`src/rtl/router_output_arbiter.sv`:
```
// Round-robin arbiter granting one router output port to one of N_PORTS inputs,
// holding the grant for a whole frame and enforcing a one-cycle inter-frame gap.
module router_output_arbiter #(
  parameter int N_PORTS  = 16,
  parameter int ID_W     = 4,
  parameter int HOLD_MAX = 1024
) (
  input  logic               clk,
  input  logic               reset,
  input  logic [N_PORTS-1:0] req,
  input  logic [N_PORTS-1:0] done,
  output logic [N_PORTS-1:0] grant,
  output logic [ID_W-1:0]    grant_id,
  output logic               busy,
  output logic               timeout_err
);

  localparam int CNT_W = (HOLD_MAX < 1) ? 1 : $clog2(HOLD_MAX + 1);
  localparam logic [CNT_W-1:0] HOLD_LIM = CNT_W'(HOLD_MAX);
  localparam logic [CNT_W-1:0] HOLD_ONE = CNT_W'(1);
  localparam logic [ID_W-1:0]  PTR_INIT = ID_W'(N_PORTS - 1);
  localparam logic [ID_W:0]    NP       = (ID_W + 1)'(N_PORTS);

  typedef enum logic [1:0] {
    IDLE,
    OWNED,
    GAP
  } state_t;

  state_t             state_q;
  state_t             state_d;
  logic [ID_W-1:0]    ptr;
  logic [CNT_W-1:0]   hold_cnt;
  logic               win_found;
  logic [ID_W-1:0]    win_id;
  logic [N_PORTS-1:0] win_onehot;
  logic [ID_W:0]      scan_sum;
  logic [ID_W-1:0]    scan_idx;
  logic               owner_fin;
  logic               owner_abort;
  logic               expire;
  logic               leave_owned;
  logic               timed_out;

  // Round-robin search: first requester strictly after ptr, wrapping back to ptr itself last.
  always_comb begin
    win_found  = 1'b0;
    win_id     = '0;
    win_onehot = '0;
    scan_sum   = '0;
    scan_idx   = '0;
    for (int k = 1; k <= N_PORTS; k++) begin
      scan_sum = {1'b0, ptr} + (ID_W + 1)'(k);
      if (scan_sum >= NP) begin
        scan_sum = scan_sum - NP;
      end
      scan_idx = scan_sum[ID_W-1:0];
      if (!win_found && req[scan_idx]) begin
        win_found = 1'b1;
        win_id    = scan_idx;
      end
    end
    win_onehot[win_id] = win_found;
  end

  always_comb begin
    state_d     = state_q;
    owner_fin   = done[grant_id];
    owner_abort = !req[grant_id];
    expire      = (HOLD_MAX != 0) && (hold_cnt == HOLD_LIM);
    leave_owned = 1'b0;
    timed_out   = 1'b0;
    case (state_q)
      IDLE: begin
        if (win_found) begin
          state_d = OWNED;
        end
      end
      OWNED: begin
        if (owner_fin || owner_abort || expire) begin
          state_d     = GAP;
          leave_owned = 1'b1;
          // Completion or abort in the expiry cycle is a normal exit, not a timeout.
          timed_out   = expire && !owner_fin && !owner_abort;
        end
      end
      GAP: begin
        state_d = IDLE;
      end
      default: begin
        state_d = IDLE;
      end
    endcase
  end

  always_ff @(posedge clk) begin
    if (reset) begin
      state_q <= IDLE;
    end else begin
      state_q <= state_d;
    end
  end

  always_ff @(posedge clk) begin
    if (reset) begin
      grant       <= '0;
      grant_id    <= '0;
      busy        <= 1'b0;
      timeout_err <= 1'b0;
      hold_cnt    <= '0;
      ptr         <= PTR_INIT;
    end else begin
      timeout_err <= timed_out;
      if (state_q == IDLE && win_found) begin
        grant    <= win_onehot;
        grant_id <= win_id;
        busy     <= 1'b1;
        hold_cnt <= HOLD_ONE;
      end else if (leave_owned) begin
        grant    <= '0;
        grant_id <= '0;
        busy     <= 1'b0;
        ptr      <= grant_id;
        hold_cnt <= '0;
      end else if (state_q == OWNED) begin
        hold_cnt <= hold_cnt + HOLD_ONE;
      end
    end
  end

endmodule
```
`config.mk`:
```
export PLATFORM = sky130hd
export DESIGN_NAME = router_output_arbiter
export DESIGN_NICKNAME = d
export VERILOG_FILES = /design/src/rtl/router_output_arbiter.sv
export SDC_FILE = /design/constraint.sdc
export NUM_CORES = 1
export LEC_CHECK = 0
export ABC_CLOCK_PERIOD_IN_PS = 4250
export CAP_MARGIN = 5
export CORE_MARGIN = 1
export CORE_UTILIZATION = 47
export DETAILED_ROUTE_END_ITERATION = 8
export GPL_ROUTABILITY_DRIVEN = 0
export PLACE_DENSITY_LB_ADDON = 0.3
export SYNTH_ARGS = -nofsm -noshare
export SYNTH_HDL_FRONTEND = slang
export SYNTH_SLANG_ARGS = --single-unit
```
`constraint.sdc`:
```
create_clock -name clk -period 4.25 [get_ports clk]
set_input_delay 0.425 -clock clk [delete_from_list [all_inputs] [get_ports clk]]
set_output_delay 0.425 -clock clk [all_outputs]
set_load 0.01 [all_outputs]
```
# Yosys cells after proc, flatten, opt, wreduce, memory -nomap -nowiden
# Index checks and enable logic that the tools add are counted.
# classes
bitwise	4
n_lt_le_gt_ge	35
muxes	100
addsub	33
n_reduce_logical	45
eq_ne	4
# ops
operator	count
2-to-1 mux 4 bit	34
less-than comparator 4 x 5 -> 1 bit, second input constant	18
>= comparator 5 bit, second input constant	16
binary-select mux 1 bit (select 4 bit)	18
subtractor 4 x 1 -> 4 bit, second input constant	16
2-to-1 mux 1 bit	42
adder 4 x 4 -> 5 bit, second input constant	8
2-to-1 mux 16 bit	2
adder 4 x 3 -> 5 bit, second input constant	4
logical AND 1 bit	19
zero test 1 bit	17
AND 16 bit	1
adder 11 x 1 -> 11 bit, second input constant	1
equality test 11 bit, second input constant	1
adder 4 x 2 -> 5 bit, second input constant	2
OR reduction 3 bit	2
adder 4 x 1 -> 5 bit, second input constant	1
adder 4 x 5 -> 5 bit, second input constant	1
demux 1 bit (select 4 bit)	1
>= comparator 4 x 1 -> 1 bit, second input constant	1
2-to-1 mux 2 bit	2
inequality test 2 bit, second input constant	2
one-hot mux 2 bit (2 select lines)	1
AND reduction 2 bit	2
other kinds (6)	9
# word_totals
word_cells	229
out_inout_bits	22
reg_bits	39
inputBits	34

# Depth between registers and ports, before layout
# Gate-level depths: netlist of the first run.
# logic_depth
word_depth	57
depth_mapped	18
ltp_nobuf	12

# Worst setup path before layout of the first run
# Ideal clock, no wire load.
# synth_path
path_type	reg-to-reg
from	register ptr[1]
to	register grant[11]
t_arrival_ps	4294
synth_period_minus_slack_ps	4411
path_slack_ps	-161
stages_incl_launch_ff	17
t_required_ps	4133
setup_time_ps	117
path_buffers	4
cell_sequence	dfxtp_1 buf_2 buf_2 buf_4 inv_1 ha_1 buf_2 mux2_2 mux4_2 mux2i_2 and3_2 nand3_4 o41ai_2 or2_2 nor3_2 and2_4 a32o_1
# synth_between
elab_chain_cells	57
elab_cells_between_ends	167
cone_classes	add/sub: 32; order compare: 18; mux: 83; bitwise: 1; reduce/logical: 33
# synth_rtl
item	line_no	text
start, declared	32	logic [ID_W-1:0] ptr;
start signal, assigned	123	ptr <= grant_id;
adder 4 x 1 -> 5 bit	53	scan_sum = {1'b0, ptr} + (ID_W + 1)'(k);
subtractor 4 x 1 -> 4 bit / >= comparator 5 bit (equally long branches)	55, 54	
2-to-1 mux 4 bit	54	if (scan_sum >= NP) begin
binary-select mux 1 bit (select 4 bit)	58	if (!win_found && req[scan_idx]) begin
2-to-1 mux 1 bit (implied by the code)	58	
2-to-1 mux 1 bit	58	
zero test 1 bit	58	
logical AND 1 bit	58	
(+41 left out)	n/a	
logical AND 1 bit	58	
2-to-1 mux 4 bit	58	
less-than comparator 4 x 5 -> 1 bit (implied by the code) / >= comparator 4 x 1 -> 1 bit (equally long branches)	63	win_onehot[win_id] = win_found;
logical AND 1 bit (implied by the code)	63	
2-to-1 mux 1 bit (implied by the code)	63	
demux 1 bit (select 4 bit)	63	
AND 16 bit (no source line)	n/a	
2-to-1 mux 16 bit	114	if (state_q == IDLE && win_found) begin
end signal, assigned	115	grant <= win_onehot;
end, declared	12	output logic [N_PORTS-1:0] grant,
# Parallel ways exist; a longest one is shown, timed or not. The select of a mux whose other input is x is not followed.
# A chain may end at the register's enable or synchronous reset.

# Worst setup path after layout of the first run
# layout_path
from	register ptr[0]
to	register grant[11]
# Same word-level chain as after synthesis.

==> impl_metrics.toml, run 1 <==
[timing]
setup_viol = 0
worst_slew_pin_slew_ps = 662
finalMaxSlewViolations = 0
finalCritPeriodShare = 0.953
finalSetupTns_ps = 0
relSlewSlack = 0.558
fmax_mhz = 247
rsz0062_at_grt = "no"
post-route-min-period_ps = 4050
hold_violations = 0
fin_skew_ps = 5.73

[cells_and_area]
syn_to_final_growth_pct = 21.2
instances_no_fill = 628
insertedDiodeCount = 0
fin_area_um2 = 5010
final_layout_size_suffix_gt1_frac = 0.201
final_nets = 566
fill_cells = 710

[critical_path]
crit_path_cell_trace = "inv_2 -> ha_1 -> buf_4 -> mux2_2 -> mux4_2 -> mux2i_4 -> and3_2 -> nand3_4 -> o41ai_2 -> or2_2 -> nor3_2 -> and2_4 -> a32o_1"
required_ps = 4430
cp-end-kind = "register"
critPathTopFamily = "multiplexers"
crit_slowest_cell = "mux4_2"
path_class = "register to register"
r2r_setup_slack_ps = 200
crit_path_start_kind = "register"
slowest_delay_ps = 570
cp.buffers_inverters = 2
worstPathArrival_ps = 4230
worstPathMaxFanout = 16

[drt]
drt-vias-per-instance = 6.55
vias = 4115
drt_iter0_drc = 403
wl_per_cell_um = 19.1
antenna_left = 0
wirelength_mm = 12.0
drt_pass1_iterations = 5
drcViolationCount = 0

[global_route]
antenna_found_initial = 0
first_global_vias = 4037
grt_first_pass_wirelength_mm = 19.7
track_usage = 0.279
grt_max_degree = 30
grt_overflow_total = 0

[logic_synthesis]
synthArstFlopShare = 0
ys_ff_latch = 39
ys_types = 80
syn_avg_cell_area_um2 = 9.01
synth-seq-area-share = 0.189
synth_edf_count = 0
syn-cell-area_um2 = 4130
yosys_warnings = 0
synthFlopType = "dfxtp_1"
synthCells = 459
synth.net_count = 503

[pwr]
p_sw_frac = 0.525
powerDensity_nw_per_um2 = 933
intPower_mw = 2.22
seqPwrFrac = 0.112
power_frac_comb = 0.837
power.switching_mw = 2.45
p_leak_nw = 1.86
clockPowerShare = 0.051
ir_worst_vdd_uv = 349

[place]
placedCellCount = 620
dpl_cell_area_um2 = 4900
dp_hpwl_mm = 9.23
io_buffers = 55

[clock_network]
ctsHoldBuffers = 0
cts_resized = 0
clk_path_buf_depth = 2
h-tree-depth = 2
clock-sinks = 39
cts_tree = "done"
post_cts_buffers = 0
root_buffer = "clkbuf_8"
path_clk_slew_ps = 70
cts_buffers = 5
clk_latency_ps = 290

[floorplanning]
die_area_um2 = 9170
die_x_um = 95.8
io_pins = 56
start_util = 0.493
placementRows = 33
die_h_um = 95.8
core_um2 = 8380

[run]
cap_viol_max_count = 0

[run_status]
outcome = "completed"

[hold_path]
hold_class = "register to register"
[power groups by stage]
stage / logic, mW / registers (mW) / clock network [mW]
after floorplan: 2.80 / 0.526 / 0
after global placement: 3.67 / 0.530 / 0
after detailed placement: 3.73 / 0.532 / 0
after CTS: 3.75 / 0.525 / 0.243
after global routing: 4.22 / 0.535 / 0.258
final: 3.91 / 0.525 / 0.237
[cells in the mapped netlist (all sizes together) (6+ instances only)]
cell type | count | share of area
a211oi | 6 | 0.013
a21oi | 12 | 0.015
a22o | 7 | 0.015
buf | 16 | 0.024
clkbuf | 9 | 0.0082
dfxtp | 39 | 0.19
ha | 10 | 0.030
inv | 16 | 0.015
mux2 | 19 | 0.052
mux2i | 26 | 0.065
mux4 | 29 | 0.16
nand2 | 52 | 0.047
nand2b | 12 | 0.018
nand3 | 15 | 0.021
nand4 | 6 | 0.0091
nor2 | 33 | 0.031
nor2b | 8 | 0.012
nor3 | 7 | 0.012
o211ai | 9 | 0.016
o21ai | 21 | 0.025
o221ai | 6 | 0.014
o32ai | 7 | 0.015
xnor2 | 7 | 0.017
xor2 | 11 | 0.027
[logic make-up after synthesis]
logic type | synth area share
mux | 0.275
buf+inv | 0.0466
fa+ha+maj | 0.0303
xor+xnor | 0.0436
simple gates | 0.205
compound gates | 0.211
flops | 0.189
[registers in the layout, summed over array words and instances, names as in the netlist]
name,flops
timeout_err,1
grant_id,4
ptr,4
hold_cnt,11
busy,1
state_q,2
grant,16
[through the flow]
step | worst slack, ps | total power, mW | hold WS (ps) | util
after floorplan | 30.1 | 3.32 | 466 | -
after global placement | 129 | 4.20 | 439 | 0.585
after detailed placement | 26.9 | 4.26 | 446 | 0.585
after CTS | 145 | 4.52 | 455 | 0.594
after global routing | 19.6 | 5.02 | 482 | 0.598
final | 200 | 4.67 | 454 | 0.598
[cells in the final DEF, fill, tap and decap left out, types with 14 or more instances in the layout]
| master | netlist | layout |
|---|---|---|
| clkdlybuf4s50_1 | 0 | 55 |
| mux2_2 | 18 | 18 |
| nand2_1 | 52 | 52 |
| inv_1 | 15 | 15 |
| nor2_1 | 32 | 32 |
| o21ai_0 | 15 | 15 |
| dfxtp_1 | 39 | 39 |
| mux4_2 | 29 | 29 |
| buf_4 | 3 | 25 |
| nand3_1 | 14 | 14 |
| mux2i_1 | 24 | 24 |
[tightest hold or removal path, cell delays in order (launching register included)]
cell and delay (ps):
dfxtp_1 310, nand2_1 50, o21ai_1 50
[final timing paths]
path	from	cells after the start	to
worst max-delay path	ptr[0]$_SDFFE_PP1P_	13	grant[11]$_SDFFE_PP0P_
worst min-delay path	grant[2]$_SDFFE_PP0P_	2	grant[2]$_SDFFE_PP0P_
worst max register to register	ptr[0]$_SDFFE_PP1P_	13	grant[11]$_SDFFE_PP0P_
worst min register to register	grant[2]$_SDFFE_PP0P_	2	grant[2]$_SDFFE_PP0P_
[routing by layer]
metal / GRT usage / part of all wire
met5: 0 / 0
met4: 0.128 / 0.037
met3: 0.0371 / 0.063
met2: 0.464 / 0.47
met1: 0.358 / 0.43
[layout make-up]
class | count | area [um^2] | share of cell area
clock inverter | 1 | 5.00 | 0.000999
inverter | 16 | 60.1 | 0.0120
multi-input combinational | 379 | 3200 | 0.638
timing repair buffer | 81 | 758 | 0.151
tap | 105 | 131 | 0.0262
sequential | 39 | 781 | 0.156
clock buffer | 7 | 76.3 | 0.0152
No activity file was read; power rests on OpenSTA's default activity.
==> run 2, diff against run 1 <==
Settings changed: ABC_CLOCK_PERIOD_IN_PS 4250 to unset, CAP_MARGIN 5 to unset, CTS_CLUSTER_SIZE set to 10.
==> results of run 2 <==
No change in the layout: final DEF, timing and power equal those of run 1.
==> run 3, diff against run 2 <==
Settings changed: GPL_ROUTABILITY_DRIVEN 0 to 1.
==> run 3 against run 2 <==
Effect of this change:
- power up 4.4%
- clock-buffer cell count down 1
- hold slack worse by 7.2 ps
- utilization up 0.54 points
- critical path depth up 1
- highest routed layer unchanged
- flip-flop and latch count unchanged
- cell count up 0.64%
- first-iteration DRC count down 4.5%
- clock power up 54%
- sequential power down 2%
- combinational power up 2%
- die area unchanged
==> impl_metrics.toml, run 3 (same netlist as run 1, synthesis figures left out) <==
[place]
place_congestion = 0.988
io_buffers = 55
dp_hpwl_mm = 9.53

[clock_network]
cts_buffers = 5
clock-sinks = 39
post_cts_buffers = 0
path_clk_slew_ps = 80
h-tree-depth = 2
clk_path_buf_depth = 2
cts_tree = "done"
root_buffer = "clkbuf_8"
clk_latency_ps = 290
cts_resized = 0
ctsHoldBuffers = 0

[floorplanning]
placementRows = 33
die_h_um = 95.8
core_um2 = 8380
die_x_um = 95.8
io_pins = 56
die_area_um2 = 9170
start_util = 0.493

[drt]
drcViolationCount = 0
vias = 4142
drt_iter0_drc = 385
wirelength_mm = 12.5
antenna_left = 0
wl_per_cell_um = 19.8
drt-vias-per-instance = 6.55
drt_pass1_iterations = 5

[cells_and_area]
largest_reg_flops = 16
fill_cells = 719
regMostFlops = "grant"
syn_to_final_growth_pct = 22.3
multi_input_area_um2 = 3170
final_nets = 570
final_layout_size_suffix_gt1_frac = 0.209
top_regs = "grant (16), hold_cnt (11)"
post-route-util = 0.603
insertedDiodeCount = 0
layout_common_cells = "55 x clkdlybuf4s50_1, 52 x nand2_1, 39 x dfxtp_1, 32 x nor2_1"
final_common_cell = "clkdlybuf4s50_1"
final-seq-area_um2 = 781

[critical_path]
rr_worst_depth = 14
worstPathArrival_ps = 4200
crit_start = "ptr[0]$_SDFFE_PP1P_"
cp-end-kind = "register"
endpoint = "grant[14]$_SDFFE_PP0P_"
crit_path_start_kind = "register"
worstPathMaxFanout = 16
r2r-end = "grant[14]$_SDFFE_PP0P_"
required_ps = 4430
r2r_setup_slack_ps = 230
path_class = "register to register"
r2r-start = "ptr[0]$_SDFFE_PP1P_"

[timing]
rsz0062_at_grt = "no"
finalMaxSlewViolations = 0
finalCritPeriodShare = 0.946
fin_skew_ps = 5.48
fmax_mhz = 249
finalSetupTns_ps = 0
setup_viol = 0
worst_slew_pin_slew_ps = 562
post-route-min-period_ps = 4020
relSlewSlack = 0.615
hold_violations = 0

[run_status]
outcome = "completed"

[pwr]
power_frac_comb = 0.820
seqPwrFrac = 0.106
power.switching_mw = 2.52
p_leak_nw = 1.89
ir_worst_vdd_uv = 309
intPower_mw = 2.36
p_sw_frac = 0.516
fin_total_pwr_mw = 4.88
powerDensity_nw_per_um2 = 965
clockPowerShare = 0.075

[global_route]
antenna_found_initial = 0
track_usage = 0.285
grt_max_degree = 30
grt_first_pass_wirelength_mm = 19.9
grt_overflow_total = 0
first_global_vias = 3887

[run]
cap_viol_max_count = 0

[hold_path]
hold_class = "register to register"
[run 3: how the worst min path moves through the flow]
stage                                  start                  endpoint  cells past startpoint
finish                 grant[2]$_SDFFE_PP0P_     grant[2]$_SDFFE_PP0P_                      2
global route           grant[2]$_SDFFE_PP0P_     grant[2]$_SDFFE_PP0P_                      2
CTS                    grant[2]$_SDFFE_PP0P_     grant[2]$_SDFFE_PP0P_                      2
detailed placement     grant[2]$_SDFFE_PP0P_     grant[2]$_SDFFE_PP0P_                      2
global placement       grant[2]$_SDFFE_PP0P_     grant[2]$_SDFFE_PP0P_                      2
floorplan           hold_cnt[1]$_SDFFE_PP0N_  hold_cnt[1]$_SDFFE_PP0N_                      2
[run 3: cell type report]
type	count	share of cell area
repair buffers	85	0.154
well taps	105	0.0260
clock inverters	2	0.0119
clock buffers	6	0.0144
inverters	16	0.0119
multi-input cells	379	0.627
flip-flops and latches	39	0.154
[run 3: metal layers]
| metal | vias up | GRT usage | part of all wire |
|---|---|---|---|
| li1 | 1911 | - | - |
| met1 | 1920 | 0.397 | 0.42 |
| met2 | 265 | 0.441 | 0.44 |
| met3 | 46 | 0.0458 | 0.096 |
| met4 | 0 | 0.112 | 0.038 |
| met5 | - | 0 | 0 |
[run 3: critical path, stage by stage (launching register included)]
cell	delay (ps)
dfxtp_1	360
inv_2	120
ha_1	330
buf_4	250
mux2_2	360
mux4_2	550
mux2i_4	270
and3_2	300
nand3_4	140
nor3_4	270
a2bb2oi_1	130
a211oi_2	410
buf_4	220
nand2b_1	120
o21ai_0	70
[run 3: stage by stage]
stage	setup slack, ps	std cells	hold WS (ps)	area (um^2)
finish	231	632	447	5050
global route	9.38	632	469	5050
CTS	252	632	451	5050
detailed placement	161	624	441	4920
global placement	176	624	437	4920
floorplan	30.1	459	466	4150
[run 3: power by group through the flow]
stage	sequential, mW	combinational [mW]	clock, mW
floorplan	0.526	2.80	0
global placement	0.520	3.88	0
detailed placement	0.523	3.85	0
CTS	0.515	3.89	0.369
global route	0.524	4.29	0.384
finish	0.515	4.00	0.365
